$ cat config.mk
export PLATFORM = sky130hd
export DESIGN_NAME = axis_frame_limit
export DESIGN_NICKNAME = d
export VERILOG_FILES = /design/src/rtl/axis_frame_limit.sv
export SDC_FILE = /design/constraint.sdc
export NUM_CORES = 1
export LEC_CHECK = 0
export BUFFER_PORTS_ARGS = -buffer_cell sky130_fd_sc_hd__buf_2
export CORE_MARGIN = 5
export CORE_UTILIZATION = 45
export DETAILED_ROUTE_END_ITERATION = 16
export GPL_TIMING_DRIVEN = 0
export PLACE_DENSITY = 0.76
export SLEW_MARGIN = 20
export SYNTH_ARGS = -nofsm -noshare
export SYNTH_HDL_FRONTEND = slang
export SYNTH_SLANG_ARGS = --single-unit
$ cat constraint.sdc
create_clock -name clk -period 2.2 [get_ports clk]
set_clock_uncertainty 0.05 [all_clocks]
set_input_delay 0.55 -clock clk [delete_from_list [all_inputs] [get_ports clk]]
set_output_delay 0.55 -clock clk [all_outputs]
set_load 0.02 [all_outputs]
$ cat src/rtl/axis_frame_limit.sv
// axis_frame_limit: AXI4-Stream frame-length enforcer with a one-deep registered output.
// Frames longer than max_len beats are cut short. The last allowed beat gets tlast forced
// high and is marked bad in tuser. The remaining input beats of that frame are discarded.
// Optional statistics counters are enabled by defining AXIS_FRAME_LIMIT_STATS_EN.
module axis_frame_limit #(
  parameter int                    DATA_WIDTH           = 8,
  parameter bit                    KEEP_ENABLE          = (DATA_WIDTH > 8),
  parameter int                    KEEP_WIDTH           = DATA_WIDTH / 8,
  parameter int                    ID_WIDTH             = 8,
  parameter int                    DEST_WIDTH           = 8,
  parameter int                    USER_WIDTH           = 1,
  parameter int                    LEN_WIDTH            = 16,
  parameter logic [USER_WIDTH-1:0] USER_BAD_FRAME_VALUE = USER_WIDTH'(1'b1)
) (
  input  logic                  clk,
  input  logic                  rst_n,
  input  logic [DATA_WIDTH-1:0] s_axis_tdata,
  input  logic [KEEP_WIDTH-1:0] s_axis_tkeep,
  input  logic                  s_axis_tvalid,
  output logic                  s_axis_tready,
  input  logic                  s_axis_tlast,
  input  logic [ID_WIDTH-1:0]   s_axis_tid,
  input  logic [DEST_WIDTH-1:0] s_axis_tdest,
  input  logic [USER_WIDTH-1:0] s_axis_tuser,
  output logic [DATA_WIDTH-1:0] m_axis_tdata,
  output logic [KEEP_WIDTH-1:0] m_axis_tkeep,
  output logic                  m_axis_tvalid,
  input  logic                  m_axis_tready,
  output logic                  m_axis_tlast,
  output logic [ID_WIDTH-1:0]   m_axis_tid,
  output logic [DEST_WIDTH-1:0] m_axis_tdest,
  output logic [USER_WIDTH-1:0] m_axis_tuser,
  input  logic [LEN_WIDTH-1:0]  max_len,
  output logic                  status_truncated,
  output logic                  status_frame,
  output logic [31:0]           stat_frame_count,
  output logic [31:0]           stat_trunc_count
);

  typedef enum logic {PASS, DROP} state_t;

  state_t               state;
  logic [LEN_WIDTH-1:0] beat_cnt;
  logic [LEN_WIDTH-1:0] limit_reg;
  logic                 sof;        // next accepted beat begins a new frame
  logic [LEN_WIDTH-1:0] eff_limit;
  logic [LEN_WIDTH-1:0] cnt_next;
  logic                 accept;
  logic                 pass_beat;
  logic                 trunc;

  assign s_axis_tready = (state == DROP) | m_axis_tready | ~m_axis_tvalid;
  assign accept        = s_axis_tvalid & s_axis_tready;
  assign pass_beat     = accept & (state == PASS);
  // On the first beat the limit register is not yet loaded, so use max_len directly.
  assign eff_limit     = sof ? max_len : limit_reg;
  // Saturating increment keeps unlimited (limit 0) frames from wrapping the counter.
  assign cnt_next      = (&beat_cnt) ? beat_cnt : beat_cnt + 1'b1;
  assign trunc         = pass_beat & (eff_limit != '0) & (cnt_next == eff_limit) & ~s_axis_tlast;

  // Frame tracking: PASS/DROP state, beat counter and latched per-frame limit.
  always_ff @(posedge clk or negedge rst_n) begin
    if (!rst_n) begin
      state     <= PASS;
      beat_cnt  <= '0;
      limit_reg <= '0;
      sof       <= 1'b1;
    end else if (accept) begin
      if (sof) limit_reg <= max_len;
      if (state == PASS) begin
        if (s_axis_tlast) begin
          beat_cnt <= '0;
          sof      <= 1'b1;
        end else begin
          beat_cnt <= cnt_next;
          sof      <= 1'b0;
          if (trunc) state <= DROP;
        end
      end else if (s_axis_tlast) begin
        state    <= PASS;
        beat_cnt <= '0;
        sof      <= 1'b1;
      end
    end
  end

  // Output register: load forwarded beats, release once the sink takes them.
  always_ff @(posedge clk or negedge rst_n) begin
    if (!rst_n) begin
      m_axis_tvalid <= 1'b0;
      m_axis_tdata  <= '0;
      m_axis_tlast  <= 1'b0;
      m_axis_tid    <= '0;
      m_axis_tdest  <= '0;
      m_axis_tuser  <= '0;
    end else if (pass_beat) begin
      m_axis_tvalid <= 1'b1;
      m_axis_tdata  <= s_axis_tdata;
      m_axis_tlast  <= s_axis_tlast | trunc;
      m_axis_tid    <= s_axis_tid;
      m_axis_tdest  <= s_axis_tdest;
      m_axis_tuser  <= trunc ? (s_axis_tuser | USER_BAD_FRAME_VALUE) : s_axis_tuser;
    end else if (m_axis_tready) begin
      m_axis_tvalid <= 1'b0;
    end
  end

  generate
    if (KEEP_ENABLE) begin : g_keep
      // tkeep travels with the rest of the beat.
      always_ff @(posedge clk or negedge rst_n) begin
        if (!rst_n) m_axis_tkeep <= '0;
        else if (pass_beat) m_axis_tkeep <= s_axis_tkeep;
      end
    end else begin : g_no_keep
      assign m_axis_tkeep = '1;
    end
  endgenerate

  // Status pulses for the datapath monitor.
  always_ff @(posedge clk or negedge rst_n) begin
    if (!rst_n) begin
      status_truncated <= 1'b0;
      status_frame     <= 1'b0;
    end else begin
      status_truncated <= trunc;
      status_frame     <= m_axis_tvalid & m_axis_tready & m_axis_tlast;
    end
  end

`ifdef AXIS_FRAME_LIMIT_STATS_EN
  // Wrapping frame and truncation counters, cleared only by reset.
  always_ff @(posedge clk or negedge rst_n) begin
    if (!rst_n) begin
      stat_frame_count <= 32'd0;
      stat_trunc_count <= 32'd0;
    end else begin
      if (m_axis_tvalid & m_axis_tready & m_axis_tlast) stat_frame_count <= stat_frame_count + 32'd1;
      if (trunc) stat_trunc_count <= stat_trunc_count + 32'd1;
    end
  end
`else
  assign stat_frame_count = 32'd0;
  assign stat_trunc_count = 32'd0;
`endif

endmodule

==> flow_metrics.env, run 1 <==
export IMPL_run_status="finished, violations left"
export IMPL_violations="setup timing"
export IMPL_largest_net_degree_at_the_start_of_global_routing=46
export IMPL_finalHoldWorstSlack_ns=0.03745
export IMPL_holdBufCountCts=0
export IMPL_power_ir_vdd_worst_v=0.0004420
export IMPL_yosys_register_bits=63
export IMPL_setup_tns_ns=-0.9146
export IMPL_yosys_area_top_type_share=0.3945
export IMPL_setup_worst_path_class="reg2reg"
export IMPL_netlist_area_pre_place_sq_um=3933
export IMPL_detail_route_vias_per_cell=4.990
export IMPL_cts_root_to_sink_buffers=2
export IMPL_die_width_um=103.5
export IMPL_power_density_nw_per_um2=687.7
export IMPL_cts_inserted_buffers=9
export IMPL_finalSetupViolCount=4
export IMPL_post_route_cells_drive_above_1_share=0.4026
export IMPL_worst_path_buf_inv=0
export IMPL_critical_path_slowest_cell="dfrtp_2"
export IMPL_multi_input_combinational_cell_area_sq_um=2291
export IMPL_post_synth_main_area_contributors="dfrtp_1 (39%), buf_4 (13%), nand2_1 (10%), mux2i_1 (4.6%), mux2_2 (3.4%)"
export IMPL_drt_wirelength_per_cell_um=14.83
export IMPL_tritoncts_clock_tree="done"
export IMPL_synthCells=446
export IMPL_highest_layer_used_for_signal_routing="met4"
export IMPL_initial_core_util=0.4554
export IMPL_firstDrtPassIters=6
export IMPL_drc_errors_left=0
export IMPL_timing_hold_worst_class="in2async"
export IMPL_timing_max_slew_rel_slack=0.6190
export IMPL_fillerInstances=726
export IMPL_power_leakage_uw=0.002733
export IMPL_slew_viol_final=0
export IMPL_critical_path_cell_chain="ha_4 > nand3_4 > nor3_4 > nand3_2 > mux2i_4 > xor2_1 > nor4_2 > nand4_1 > o21ai_1"
export IMPL_row_count=34
export IMPL_core_area_sq_um=8636
export IMPL_initial_antenna_violation_count=0
export IMPL_fin_nets=664
export IMPL_critPathMaxFanout=7
export IMPL_synth_edff_count=0
export IMPL_grt_first_pass_wirelength_mm=16.33
export IMPL_critical_path_arrival_ns=2.66
export IMPL_worst_setup_path_end_kind="flip-flop"
export IMPL_routedLengthMet1_mm=4.431
export IMPL_synth_seq_area_share=0.4012
export IMPL_num_io_pins=142
export IMPL_fin_crit_sh=1.113
export IMPL_start_kind="flip-flop"
export IMPL_timing_max_cap_violations=0
export IMPL_detailroute_via_count=3638
export IMPL_num_antenna_cells=0
export IMPL_dpl_instance_area_sq_um=4725
export IMPL_clock_tree_htree_level_count=3
export IMPL_hold_violations=0
export IMPL_register_area_sq_um=1588
export IMPL_antenna_violating_nets_post_route=0
export IMPL_die_area_sq_um=10710
export IMPL_synth_flop_cell="dfrtp_1"
export IMPL_layout_cell_area_non_filler_sq_um=5478
export IMPL_synth_cell_types=50
export IMPL_post_dp_hpwl_mm=7.774
export IMPL_routabilityCongestion=0.8591
export IMPL_cp_required_ns=2.41
export IMPL_grt_pass1_vias=3403
export IMPL_worst_pin_slew_ns=0.5700
export IMPL_detail_route_iter0_violations=213
export IMPL_flow_area_growth_from_synthesis_pct=39.29
export IMPL_global_route_usage_total=0.1986
export IMPL_global_route_overflow_total=0
export IMPL_final_core_area_utilization=0.6343
export IMPL_yosys_warnings=0
export IMPL_port_buffer_count=75
export IMPL_clock_sink_total=63
export IMPL_synthArstFlopShare=1.000
export IMPL_critical_path_top_delay_family="simple AND/OR/NAND/NOR gates"
export IMPL_ctsRootBufferMaster="clkbuf_8"
export IMPL_achievable_frequency_ghz=0.4083
export IMPL_met3WireLength_mm=1.069
export IMPL_clk_transition_reported_paths_ns=0.07
export IMPL_routed_wirelength_mm=10.81
export IMPL_postLayoutSetupSlackWorst_ns=-0.2493
export IMPL_syn_avg_cell_area_sq_um=8.817
export IMPL_grt_setup_unrepaired="yes"
export IMPL_clock_latency_ns=0.34
export IMPL_detailroute_wirelength_met2_mm=5.030
export IMPL_floorplan_die_height_um=103.5
export IMPL_delay_of_the_slowest_critical_path_stage_ns=0.42
export IMPL_synth_top_area_cell="dfrtp_1"
export IMPL_min_period_ns=2.449
## routing by layer
layer,up-vias,track usage
met5,-,0
met4,0,0.09562
met3,22,0.05634
met2,182,0.3049
met1,1683,0.2581
li1,1751,-
## cell usage in the layout (no fill, tap or decap), drive strengths merged, types with 13 or more instances in the layout
| cell | instances |
|---|---|
| a21oi | 13 |
| dfrtp | 62 |
| nand2 | 105 |
| mux2i | 18 |
| nand3 | 14 |
| buf | 171 |
| conb | 65 |
| clkbuf | 24 |
| o21ai | 28 |
## repair_timing
action | CTS | global route
gates resized for setup | 64 | 17
buffers inserted | 14 | 6
cloned | 1 | 0
setup endpoints to repair | 25 | 12
pin swaps | 20 | 11
## report_power, final
group | internal [uW] | switching (uW) | leakage, uW
clock network | 554 | 461 | 0.0000936
registers | 1340 | 139 | 0.000784
logic | 579 | 693 | 0.00186
total | 2470 | 1290 | 0.00273
## Yosys cell counts (2+ instances only)
cell	instances
buf_4	69
buf_2	6
a21oi_1	13
o21ai_0	26
a31oi_1	6
nand4_1	6
nand3_1	14
xnor2_1	11
mux2_2	12
and3_1	5
xor2_1	7
o31ai_1	10
mux2i_1	18
nand2b_1	2
buf_1	2
o21ai_1	2
and4_1	4
nand4_2	2
or3_1	2
nor2_1	12
nand2_1	105
clkbuf_1	8
nor3_1	4
nor4_1	9
inv_1	4
conb_1	2
dfrtp_1	62
## worst reg2reg max path: stages (launching register included)
cell     delay, ns
dfrtp_2       0.42
ha_4          0.20
nand3_4       0.16
nor3_4        0.24
nand3_2       0.15
mux2i_4       0.23
xor2_1        0.17
nor4_2        0.26
nand4_1       0.28
o21ai_1       0.21
## layout make-up
| class | instances | area share |
|---|---|---|
| well taps | 108 | 0.02467 |
| clock inverters | 3 | 0.007766 |
| inverters | 4 | 0.002741 |
| flip-flops and latches | 63 | 0.2899 |
| plain buffers | 85 | 0.1165 |
| multi-input cells | 356 | 0.4182 |
| repair buffers | 97 | 0.1131 |
| clock buffers | 13 | 0.02718 |
## worst paths after layout
kind / end / depth (start not counted) / slack (ns) / startpoint
setup reg to reg: m_axis_tuser$_DFFE_PN0P_ / 9 / -0.25 / beat_cnt[0]$_DFFE_PN0P_
hold / removal: beat_cnt[4]$_DFFE_PN0P_ / 1 / 0.04 / rst_n
hold reg to reg: m_axis_tdest[6]$_DFFE_PN0P_ / 2 / 0.42 / m_axis_tdest[6]$_DFFE_PN0P_
setup / recovery: m_axis_tuser$_DFFE_PN0P_ / 9 / -0.25 / beat_cnt[0]$_DFFE_PN0P_
max in group asynchronous: sof$_DFFE_PN1P_ / 2 / 1.48 / rst_n
min in group clk: m_axis_tdata[5]$_DFFE_PN0P_ / 3 / 0.35 / s_axis_tdata[5]
## logic make-up after synthesis
family	share of synthesized area
compound gates	0.1152
xor+xnor	0.04009
fa+ha+maj	0.003181
buf+inv	0.1540
flops	0.4012
mux	0.08018
other cells	0.001910
simple gates	0.2043
## per-stage QoR
stage	total power (uW)	std cells	setup slack [ns]
CTS	3750	723	-0.1900
finish	3767	729	-0.2493
detailed placement	2554	693	-0.5324
global route	3955	729	-0.3479
global placement	2518	692	-0.5252
floorplan	2239	509	0.01472
Note: power is estimated with default switching activity, not from simulation.
==> run 2: changes to the inputs <==
--- a/config.mk
+++ b/config.mk
@@ -6,6 +6,7 @@
 export NUM_CORES = 1
 export LEC_CHECK = 0
 export BUFFER_PORTS_ARGS = -buffer_cell sky130_fd_sc_hd__buf_2
+export CORE_ASPECT_RATIO = 1.2
 export CORE_MARGIN = 5
 export CORE_UTILIZATION = 45
 export DETAILED_ROUTE_END_ITERATION = 16
==> run 2 against run 1 <==
The flow still finishes with violations (setup timing). Critical path depth stayed put. Design area is 2.7% lower. Count of clock-buffer cells in the layout is 4 lower. Register-to-register slack better by 0.05 ns. Final cell count is 0.27% higher.
==> flow_metrics.env, run 2 (synthesized netlist as in run 1, its figures left out) <==
export IMPL_fin_nets=658
export IMPL_timing_max_slew_rel_slack=0.6217
export IMPL_fillerInstances=741
export IMPL_violations="setup timing"
export IMPL_critPathMostFrequentCell="a31oi_1"
export IMPL_power_density_nw_per_um2=679.0
export IMPL_setup_worst_path_class="reg2reg"
export IMPL_global_route_peak_usage_layer="met2"
export IMPL_total_chip_power_uw=3619
export IMPL_global_route_overflow_total=0
export IMPL_hold_violations=0
export IMPL_port_buffer_count=75
export IMPL_detail_route_iter0_violations=218
export IMPL_timing_max_cap_violations=0
export IMPL_cts_root_to_sink_buffers=2
export IMPL_start_kind="flip-flop"
export IMPL_detail_route_vias_per_cell=4.907
export IMPL_holdBufCountCts=0
export IMPL_largest_net_degree_at_the_start_of_global_routing=46
export IMPL_core_area_sq_um=8564
export IMPL_fin_crit_sh=1.088
export IMPL_num_io_pins=142
export IMPL_use_met3=0.06501
export IMPL_flow_area_growth_from_synthesis_pct=35.51
export IMPL_run_status="finished, violations left"
export IMPL_grt_util_met1=0.2760
export IMPL_initial_core_util=0.4592
export IMPL_delay_of_the_slowest_critical_path_stage_ns=0.69
export IMPL_postLayoutSetupSlackWorst_ns=-0.1947
export IMPL_finalSetupViolCount=4
export IMPL_seq_power_share=0.411
export IMPL_clk_transition_reported_paths_ns=0.07
export IMPL_reported_net_switching_power_uw=1312
export IMPL_die_area_sq_um=10720
export IMPL_drc_errors_left=0
export IMPL_ctsRootBufferMaster="clkbuf_8"
export IMPL_clock_tree_htree_level_count=3
export IMPL_tritoncts_clock_tree="done"
export IMPL_post_route_cells_drive_above_1_share=0.3974
export IMPL_power_leakage_uw=0.002693
export IMPL_grt_setup_unrepaired="yes"
export IMPL_floorplan_die_height_um=112.4
export IMPL_critical_path_cell_chain="buf_12 > mux2i_4 > nor2_2 > a31oi_1 > a31oi_1 > nor4_1 > nand4_1 > buf_6 > a21boi_1"
export IMPL_die_width_um=95.34
export IMPL_global_route_usage_total=0.2174
export IMPL_grt_first_pass_wirelength_mm=17.90
export IMPL_post_place_cells=702
export IMPL_row_count=37
export IMPL_critPathMaxFanout=5
export IMPL_detailroute_via_count=3587
export IMPL_grt_use_met2=0.3578
export IMPL_power_report_internal_total_uw=2306
export IMPL_worst_setup_path_end_kind="flip-flop"
export IMPL_critical_path_slowest_cell="dfstp_2"
export IMPL_achievable_frequency_ghz=0.4176
export IMPL_layout_commonest_cell="nand2_1"
export IMPL_final_cells=731
export IMPL_cp_required_ns=2.42
export IMPL_initial_antenna_violation_count=0
export IMPL_timing_hold_worst_class="in2async"
export IMPL_drt_wirelength_per_cell_um=15.49
export IMPL_num_antenna_cells=0
export IMPL_grt_pass1_vias=3446
export IMPL_post_dp_hpwl_mm=8.351
export IMPL_min_period_ns=2.395
export IMPL_routabilityCongestion=0.9066
export IMPL_clkPwrFrac=0.236
export IMPL_power_frac_comb=0.352
export IMPL_mostFrequentLayoutCells="nand2_1 (105), buf_4 (82), buf_2 (77), conb_1 (65), dfrtp_1 (54)"
export IMPL_worst_pin_slew_ns=0.5675
export IMPL_critical_path_arrival_ns=2.61
export IMPL_firstDrtPassIters=5
export IMPL_clock_sink_total=63
export IMPL_power_ir_vdd_worst_v=0.0004221
export IMPL_routed_wirelength_mm=11.32
export IMPL_power_share_switching=0.3627
export IMPL_slew_viol_final=0
export IMPL_antenna_violating_nets_post_route=0
export IMPL_clock_latency_ns=0.34
export IMPL_cts_inserted_buffers=9
export IMPL_r2r_setup_slack_ns=-0.19
-- run 2: per-stage QoR --
step / hold slack [ns] / instance area [sq um] / setup TNS, ns / utilization / worst slack, ns
finish: 0.03636 / 5329 / -0.7041 / 0.6222 / -0.1947
global route: 0.03239 / 5329 / -1.247 / 0.6222 / -0.3241
CTS: 0.02932 / 5261 / -1.098 / 0.6143 / -0.1655
detailed placement: 0.4055 / 4736 / -12.33 / 0.5530 / -0.7352
global placement: 0.4066 / 4706 / -11.51 / 0.5495 / -0.6724
floorplan: 0.2044 / 4184 / 0 / - / 0.01472
-- run 2: cell type report --
class / count / area (sq um) / share of cell area
Clock inverter: 6 / 38.79 / 0.007279
Sequential cell: 63 / 1588 / 0.2980
Clock buffer: 9 / 123.9 / 0.02324
Inverter: 4 / 15.01 / 0.002818
Buffer: 84 / 628.1 / 0.1179
Multi-Input combinational cell: 356 / 2240 / 0.4203
Timing Repair Buffer: 92 / 549.3 / 0.1031
Tap cell: 117 / 146.4 / 0.02747
-- run 2: worst paths after layout --
kind | from | end | depth (start not counted)
min reg2reg | m_axis_tdest[7]$_DFFE_PN0P_ | m_axis_tdest[7]$_DFFE_PN0P_ | 2
max | sof$_DFFE_PN1P_ | state$_DFFE_PN0P_ | 9
min in group clk | s_axis_tid[3] | m_axis_tid[3]$_DFFE_PN0P_ | 3
max in group asynchronous | rst_n | sof$_DFFE_PN1P_ | 2
min | rst_n | limit_reg[10]$_DFFE_PN0P_ | 1
max reg2reg | sof$_DFFE_PN1P_ | state$_DFFE_PN0P_ | 9
-- run 2: layer usage --
layer / part of all wire / up-vias
met2: 0.50 / 144
met5: 0 / -
met3: 0.077 / 11
met1: 0.40 / 1692
met4: 0.018 / 0
li1: - / 1740
-- run 2: power by group through the flow --
stage	logic, uW	registers, uW	clock network [uW]
6_report	1280	1490	855
4_1_cts	1240	1480	882
3_3_place_gp	1080	1470	0
2_1_floorplan	687	1550	0
3_5_place_dp	1100	1470	0
5_1_grt	1380	1510	947
-- run 2: worst max-delay path, delay by kind of cell (launching register included) --
kind                   cells  cell delay, ns
muxes                      1            0.30
and+or+nand+nor            3            0.50
DFF                        1            0.69
AOI/OAI and AO/OA          3            0.43
buffers and inverters      2            0.35
-- run 2: repair_timing --
action	in CTS	in global routing
buffers inserted	12	3
gates resized for setup	55	12
setup endpoints to repair	28	15
pin swaps	11	8
gates cloned	1	0
